File: src/rtl/match_event_counter.sv
// match_event_counter
//
// First clocked stage after the combinational 4-bit constant comparator.
// Debounces the comparator's match level, emits one pulse per qualified
// match event, counts events in a saturating counter and raises a sticky
// alarm when the count reaches ALARM_TH. ack clears both count and alarm.
//
// Optional feature (macro MATCH_EVENT_SYNC_EN):
//   defined   - q_in goes through a 2-flop synchronizer (reset to 0) before
//               the FSM; every latency grows by 2 cycles.
//   undefined - q_in feeds the FSM directly and must be synchronous to clk.
//
// Ports:
//   clk          system clock, rising edge
//   rst          asynchronous, active-high reset
//   q_in         match level from the comparator
//   en           enable; low forces the FSM back to IDLE
//   ack          alarm acknowledge; clears alarm and count
//   match_valid  high while the FSM is in MATCHED
//   match_pulse  one-cycle pulse on entry to MATCHED
//   count        qualified events since reset or the last ack (saturating)
//   alarm        sticky, set when count reaches ALARM_TH
//
// state   | meaning
// --------+-----------------------------------------------------------
// IDLE    | match level low (or disabled), waiting for a high sample
// QUALIFY | counting consecutive high samples, deb_cnt holds the tally
// MATCHED | event qualified; held until the match level drops

module match_event_counter #(
    parameter int DEB_CYCLES = 3,
    parameter int CNT_W      = 8,
    parameter int ALARM_TH   = 10
) (
    input  logic             clk,
    input  logic             rst,
    input  logic             q_in,
    input  logic             en,
    input  logic             ack,
    output logic             match_valid,
    output logic             match_pulse,
    output logic [CNT_W-1:0] count,
    output logic             alarm
);

    localparam int DEB_W = (DEB_CYCLES < 2) ? 1 : $clog2(DEB_CYCLES + 1);

    typedef enum logic [1:0] {
        IDLE    = 2'd0,
        QUALIFY = 2'd1,
        MATCHED = 2'd2
    } state_t;

    state_t             state;
    logic [DEB_W-1:0]   deb_cnt;
    logic               q_s;
    logic               enter_match;
    logic [CNT_W-1:0]   count_base;
    logic [CNT_W-1:0]   count_next;
    logic               alarm_next;

`ifdef MATCH_EVENT_SYNC_EN
    logic sync_ff1;
    logic sync_ff2;

    always_ff @(posedge clk or posedge rst) begin
        if (rst) begin
            sync_ff1 <= 1'b0;
            sync_ff2 <= 1'b0;
        end else begin
            sync_ff1 <= q_in;
            sync_ff2 <= sync_ff1;
        end
    end

    assign q_s = sync_ff2;
`else
    assign q_s = q_in;
`endif

    // deb_cnt counts high samples already taken, so the sample being taken
    // now is number deb_cnt+1; entry happens when that equals DEB_CYCLES.
    always_comb begin
        enter_match = 1'b0;
        if (en && q_s) begin
            case (state)
                IDLE:    enter_match = (DEB_CYCLES == 1);
                QUALIFY: enter_match = (deb_cnt == DEB_W'(DEB_CYCLES - 1));
                default: enter_match = 1'b0;
            endcase
        end
    end

    // ack wins over the held count, but an event on the same edge still lands.
    always_comb begin
        count_base = ack ? '0 : count;
        count_next = count_base;
        if (enter_match && (count_base != {CNT_W{1'b1}}))
            count_next = count_base + CNT_W'(1);
        alarm_next = (alarm & ~ack) | (count_next == CNT_W'(ALARM_TH));
    end

    always_ff @(posedge clk or posedge rst) begin
        if (rst) begin
            state       <= IDLE;
            deb_cnt     <= '0;
            match_valid <= 1'b0;
            match_pulse <= 1'b0;
            count       <= '0;
            alarm       <= 1'b0;
        end else begin
            count       <= count_next;
            alarm       <= alarm_next;
            match_pulse <= enter_match;
            if (!en) begin
                state       <= IDLE;
                deb_cnt     <= '0;
                match_valid <= 1'b0;
            end else begin
                case (state)
                    IDLE: begin
                        if (q_s) begin
                            if (enter_match) begin
                                state       <= MATCHED;
                                deb_cnt     <= '0;
                                match_valid <= 1'b1;
                            end else begin
                                state   <= QUALIFY;
                                deb_cnt <= DEB_W'(1);
                            end
                        end
                    end
                    QUALIFY: begin
                        if (!q_s) begin
                            state   <= IDLE;
                            deb_cnt <= '0;
                        end else if (enter_match) begin
                            state       <= MATCHED;
                            deb_cnt     <= '0;
                            match_valid <= 1'b1;
                        end else begin
                            deb_cnt <= deb_cnt + DEB_W'(1);
                        end
                    end
                    MATCHED: begin
                        if (!q_s) begin
                            state       <= IDLE;
                            match_valid <= 1'b0;
                        end
                    end
                    default: begin
                        state       <= IDLE;
                        deb_cnt     <= '0;
                        match_valid <= 1'b0;
                    end
                endcase
            end
        end
    end

endmodule

File: config.mk
export PLATFORM = sky130hd
export DESIGN_NAME = match_event_counter
export DESIGN_NICKNAME = d
export VERILOG_FILES = /design/src/rtl/match_event_counter.sv
export SDC_FILE = /design/constraint.sdc
export NUM_CORES = 1
export LEC_CHECK = 0
export ABC_CLOCK_PERIOD_IN_PS = 5200
export BUFFER_PORTS_ARGS = -buffer_cell sky130_fd_sc_hd__buf_4
export CAP_MARGIN = 10
export CORE_MARGIN = 4
export CORE_UTILIZATION = 57
export CTS_CLUSTER_SIZE = 10
export DETAILED_ROUTE_END_ITERATION = 7
export GPL_TIMING_DRIVEN = 1
export PLACE_DENSITY = 0.81
export SYNTH_ARGS = -nofsm -noshare
export SYNTH_HDL_FRONTEND = slang
export SYNTH_SLANG_ARGS = --single-unit
File: constraint.sdc
create_clock -name clk -period 5.2 [get_ports clk]
set_input_delay 0.52 -clock clk [delete_from_list [all_inputs] [get_ports clk]]
set_output_delay 0.52 -clock clk [all_outputs]
set_load 0.05 [all_outputs]
# After elaboration in Yosys (flattened, before gate mapping)
# Index checks and enable logic that the tools add are counted.
# totals
inputBits,5
reg_bits,15
wordCells,51
out_inout_bits,11
# classes
n_reduce_logical,7
n_bitwise,3
muxes,22
eq_ne,11
addsub,2
# ops
operator,n
$mux W2,10
$mux W8,2
$pmux W2 S3,2
$ne A3 B3 Y1 const B,3
$add A8 B1 Y8 const B,1
$eq A8 B4 Y1 const B,1
$ne A8 B8 Y1 const B,1
$mux W1,7
$reduce_and A3 Y1,2
$eq A2 B2 Y1 const B,2
$ne A4 B4 Y1 const B,1
$ne A3 B2 Y1 const B,1
$add A2 B1 Y2 const B,1
$eq A2 B1 Y1 const B,1
$logic_and A1 B1 Y1,2
$logic_not A2 Y1,1
$ne A2 B2 Y1 const B,1
$pmux W1 S2,1
$reduce_and A2 Y1,1
$reduce_or A2 Y1,1
$and A1 B1 Y1,1
$not A1 Y1,1
$or A1 B1 Y1,1

# Logic depth before layout (Yosys ltp)
# logic_depth
word_depth,7
mapped_depth,9
mapped_depth_nobuf,9

# Worst setup path after synthesis
# Ideal clock, no wire load.
# synth_timing
path_type,input -> register
startpoint,input ack
endpoint,register alarm
setup_time_ns,0.136
path_buffers,1
arrival_time_ns,2.052
required_ns,5.064
setup_slack_ns,3.012
path_stages,9
path_cell_list,clkbuf_1 nor2b_1 ha_1 inv_1 or3_1 a31oi_1 o211ai_1 nand3_1 o41ai_2
# synth_via
elab_chain_cells,6
# synth_rtl
element,line,rtl
start: declaration,39,"input logic ack,"
"parallel branches: the longest is 5 deep, another holds $add A8 B1 Y8",--,
$or A1 B1 Y1 *,100,alarm_next = (alarm & ~ack) | (count_next == CNT_W'(ALARM_TH));
named net alarm_next,60,logic alarm_next;
end signal: assignment,113,alarm <= alarm_next;
end: declaration,43,output logic alarm
# Mark *: on every way through the listed nets, which the timed path passes.
# A chain may end at the register's enable or synchronous reset.

# Final worst setup path
# layout_timing
startpoint,register count[0]
endpoint,register alarm
# layout_via
elab_chain_cells,6
# layout_rtl
element,line,rtl
start: declaration,42,"output logic [CNT_W-1:0] count,"
start signal: assignment,112,count <= count_next;
$mux W8 *,96,count_base = ack ? '0 : count;
"parallel branches: the longest is 2 deep, another holds $add A8 B1 Y8",--,
$mux W8 *,98,if (enter_match && (count_base != {CNT_W{1'b1}}))
$eq A8 B4 Y1 *,100,
$or A1 B1 Y1 *,100,
named net alarm_next,60,
# Marked as above.

==> impl_metrics.tcl <==
set metrics [dict create \
    status "finished clean" \
    finalSetupTns_ps 0 \
    via_per_inst 5.863 \
    place_hpwl_um 1342 \
    diodes 0 \
    use_met3 0.03448 \
    drc 0 \
    fp.dieArea_um2 2212 \
    h-tree-depth 1 \
    cts_tree "yes" \
    start_util 0.6355 \
    layout-drive-gt1-share 0.2202 \
    grt_antenna_before_repair 0 \
    cts_resized 0 \
    post-route-period-util 0.3960 \
    overflow 0 \
    drv_cap 0 \
    layout_common_cells "dfrtp_1 (15), buf_4 (15), nor2_1 (13), nand2_1 (8), inv_1 (6)" \
    switching_share 0.2274 \
    worst_pin_slew_ps 543.4 \
    seqPwrFrac 0.604 \
    synthCells 91 \
    ant_nets 0 \
    grt_use_met2 0.3089 \
    critPathTopFamily "simple AND/OR/NAND/NOR gates" \
    grt_pass1_wl_um 3036 \
    slowest_stage "or3_1" \
    ys_ff_latch 15 \
    postLayoutCellArea_um2 1022 \
    cp-start-kind "flop" \
    nets 117 \
    dr_total_vias 727 \
    r2r-start "count[0]$_DFF_PP0_" \
    core-area_um2 1366 \
    fin_worst_skew_ps 7.346 \
    ff2ff_setup_slack_ps 3140 \
    grt_setup_unrepaired "false" \
    crit_chain "nor2b_1 -> ha_1 -> inv_1 -> or3_1 -> a31oi_1 -> o211ai_1 -> nand3_1 -> o41ai_2" \
    ys_seq_area_frac 0.4323 \
    rows 13 \
    p_leak_uw 0.0005025 \
    met1_usage 0.2618 \
    drtPass1Iterations 4 \
    routed_wl_um 1803 \
    io_buffers 15 \
    crit_start "count[0]$_DFF_PP0_" \
    power.density_nw_per_um2 192.6 \
    cp_num_buf_inv 1 \
    ir_drop_uv 192.5 \
    final-hold-violation-count 0 \
    grt_pass1_vias 697 \
    grt_max_degree 16 \
    relSlewSlack 0.6374 \
    clockBufferDepth 2 \
    worst_setup_path_end_kind "flop" \
    crit_type "flop to flop" \
    dp_slack_ps 2921 \
    dpl_cell_area_um2 996.0 \
    combPwrFrac 0.061 \
    die_h_um 47.03 \
    synth_area_um2 868.3 \
    cts_setup_buffers 0 \
    slowest_delay_ps 420 \
    drtIter0Drc 39 \
    synth_nets 98 \
    cts.reportedPaths.clkPinSlew_ps 90 \
    crit_fanout 4 \
    timing.final.ws_setup_ps 3141 \
    slew_viol_final 0 \
    gp_congestion 0.9142 \
    r2r_cells 8 \
    grt.total_usage 0.1976 \
    required_ps 5370 \
    clockRootBuffer "clkbuf_4" \
    timing.rr.end "alarm$_DFF_PP0_" \
    p_sw_uw 44.78 \
    synth_cell_type_count 34 \
    cts_sinks 15 \
    period_minus_slack_ps 2059 \
    post_drt_wl_per_cell_um 14.54 \
    ios 16 \
    holdCritPathClass "input pin to asynchronous set/reset pin" \
    p_clk_frac 0.335 \
    ys_warn_count 0 \
    fmax_mhz 485.6 \
    postCtsHoldBufs 0 \
    finalSetupViolations 0 \
    top_usage_layer "met2" \
    dieWidth_um 47.03 \
    critical_path_arrival_ps 2230 \
    numCtsBuffers 3 \
    syn_area_per_cell_um2 9.542 \
    internal_power_uw 152.1 \
    area_growth_pct 17.72 \
    clk_latency_ps 280 \
]
metrics by stage:
step / util / total power (uW) / hold slack, ps / std cells
after floorplan: - / 128.4 / 421.5 / 91
after global placement: 0.7289 / 133.2 / 475.9 / 120
after detailed placement: 0.7289 / 133.5 / 473.3 / 120
after CTS: 0.7482 / 199.5 / 292.5 / 124
after global routing: 0.7482 / 209.1 / 315.3 / 124
final: 0.7482 / 196.9 / 272.4 / 124
cells in the mapped netlist (all sizes together):
cell type  count  area share
o41ai          1       0.019
o211ai         1      0.0086
dfrtp         15        0.43
nor2b          4       0.029
clkbuf         1      0.0043
nand2          9       0.048
ha             2       0.029
a41o           1       0.012
inv            6       0.026
nor2          13       0.056
a211oi         1      0.0086
nand4          1      0.0072
a311oi         1       0.030
o211a          1       0.012
mux2i          2       0.023
and3           2       0.014
nor3           1      0.0058
o21ai          4       0.023
a31oi          1      0.0072
nor4           1      0.0072
nand3          5       0.029
a31o           1       0.010
nor4b          1       0.010
mux2           2       0.026
a21oi          3       0.017
or3            1      0.0072
xor2           4       0.040
and4b          1       0.016
nand2b         1      0.0072
nor3b          1      0.0086
and2           1      0.0072
xnor2          2       0.020
layout make-up:
class	count	area [um2]
inverters	6	22.52
flip-flops and latches	15	375.4
well taps	15	18.77
fillers	110	344.1
multi-input cells	69	466.7
clock buffers	4	26.28
repair buffers	15	112.6
state kept, by name (all words and copies together), names as in the netlist:
name and count:
count 8, alarm 1, match_pulse 1, deb_cnt 2, state 2, match_valid 1
how the worst max path moves through the flow:
stage	to	cells past startpoint
after global placement	alarm$_DFF_PP0_	9
after floorplan	alarm$_DFF_PP0_	9
after detailed placement	alarm$_DFF_PP0_	9
after global routing	alarm$_DFF_PP0_	8
final	alarm$_DFF_PP0_	8
after CTS	alarm$_DFF_PP0_	8
worst register-to-register path: cells and delay by family, from the launching register on:
family | cells | cell delay (ps)
DFF | 1 | 390
buffers and inverters | 1 | 100
and+or+nand+nor | 3 | 830
AOI/OAI and AO/OA | 3 | 360
adders and majority gates | 1 | 260
power groups by stage:
| stage | combinational (uW) | clock (uW) | sequential (uW) |
|---|---|---|---|
| CTS | 12.3 | 68.3 | 119 |
| global route | 13.7 | 76.2 | 119 |
| floorplan | 7.27 | 0 | 121 |
| global placement | 12.0 | 0 | 121 |
| finish | 12.1 | 65.9 | 119 |
| detailed placement | 12.3 | 0 | 121 |
kinds of logic after synthesis:
kind of cell	share of synthesized area
AOI/OAI and AO/OA	0.1470
adders and majority gates	0.02881
xor gates and xnor gates	0.06052
buffers and inverters	0.03025
and+or+nand+nor	0.2522
muxes	0.04899
DFF	0.4323
metal layers:
metal / share of wire / up-vias
li1: - / 356
met1: 0.46 / 333
met4: 0.014 / 0
met2: 0.44 / 34
met5: 0 / -
met3: 0.083 / 4
(Power assumes the default switching activity.)
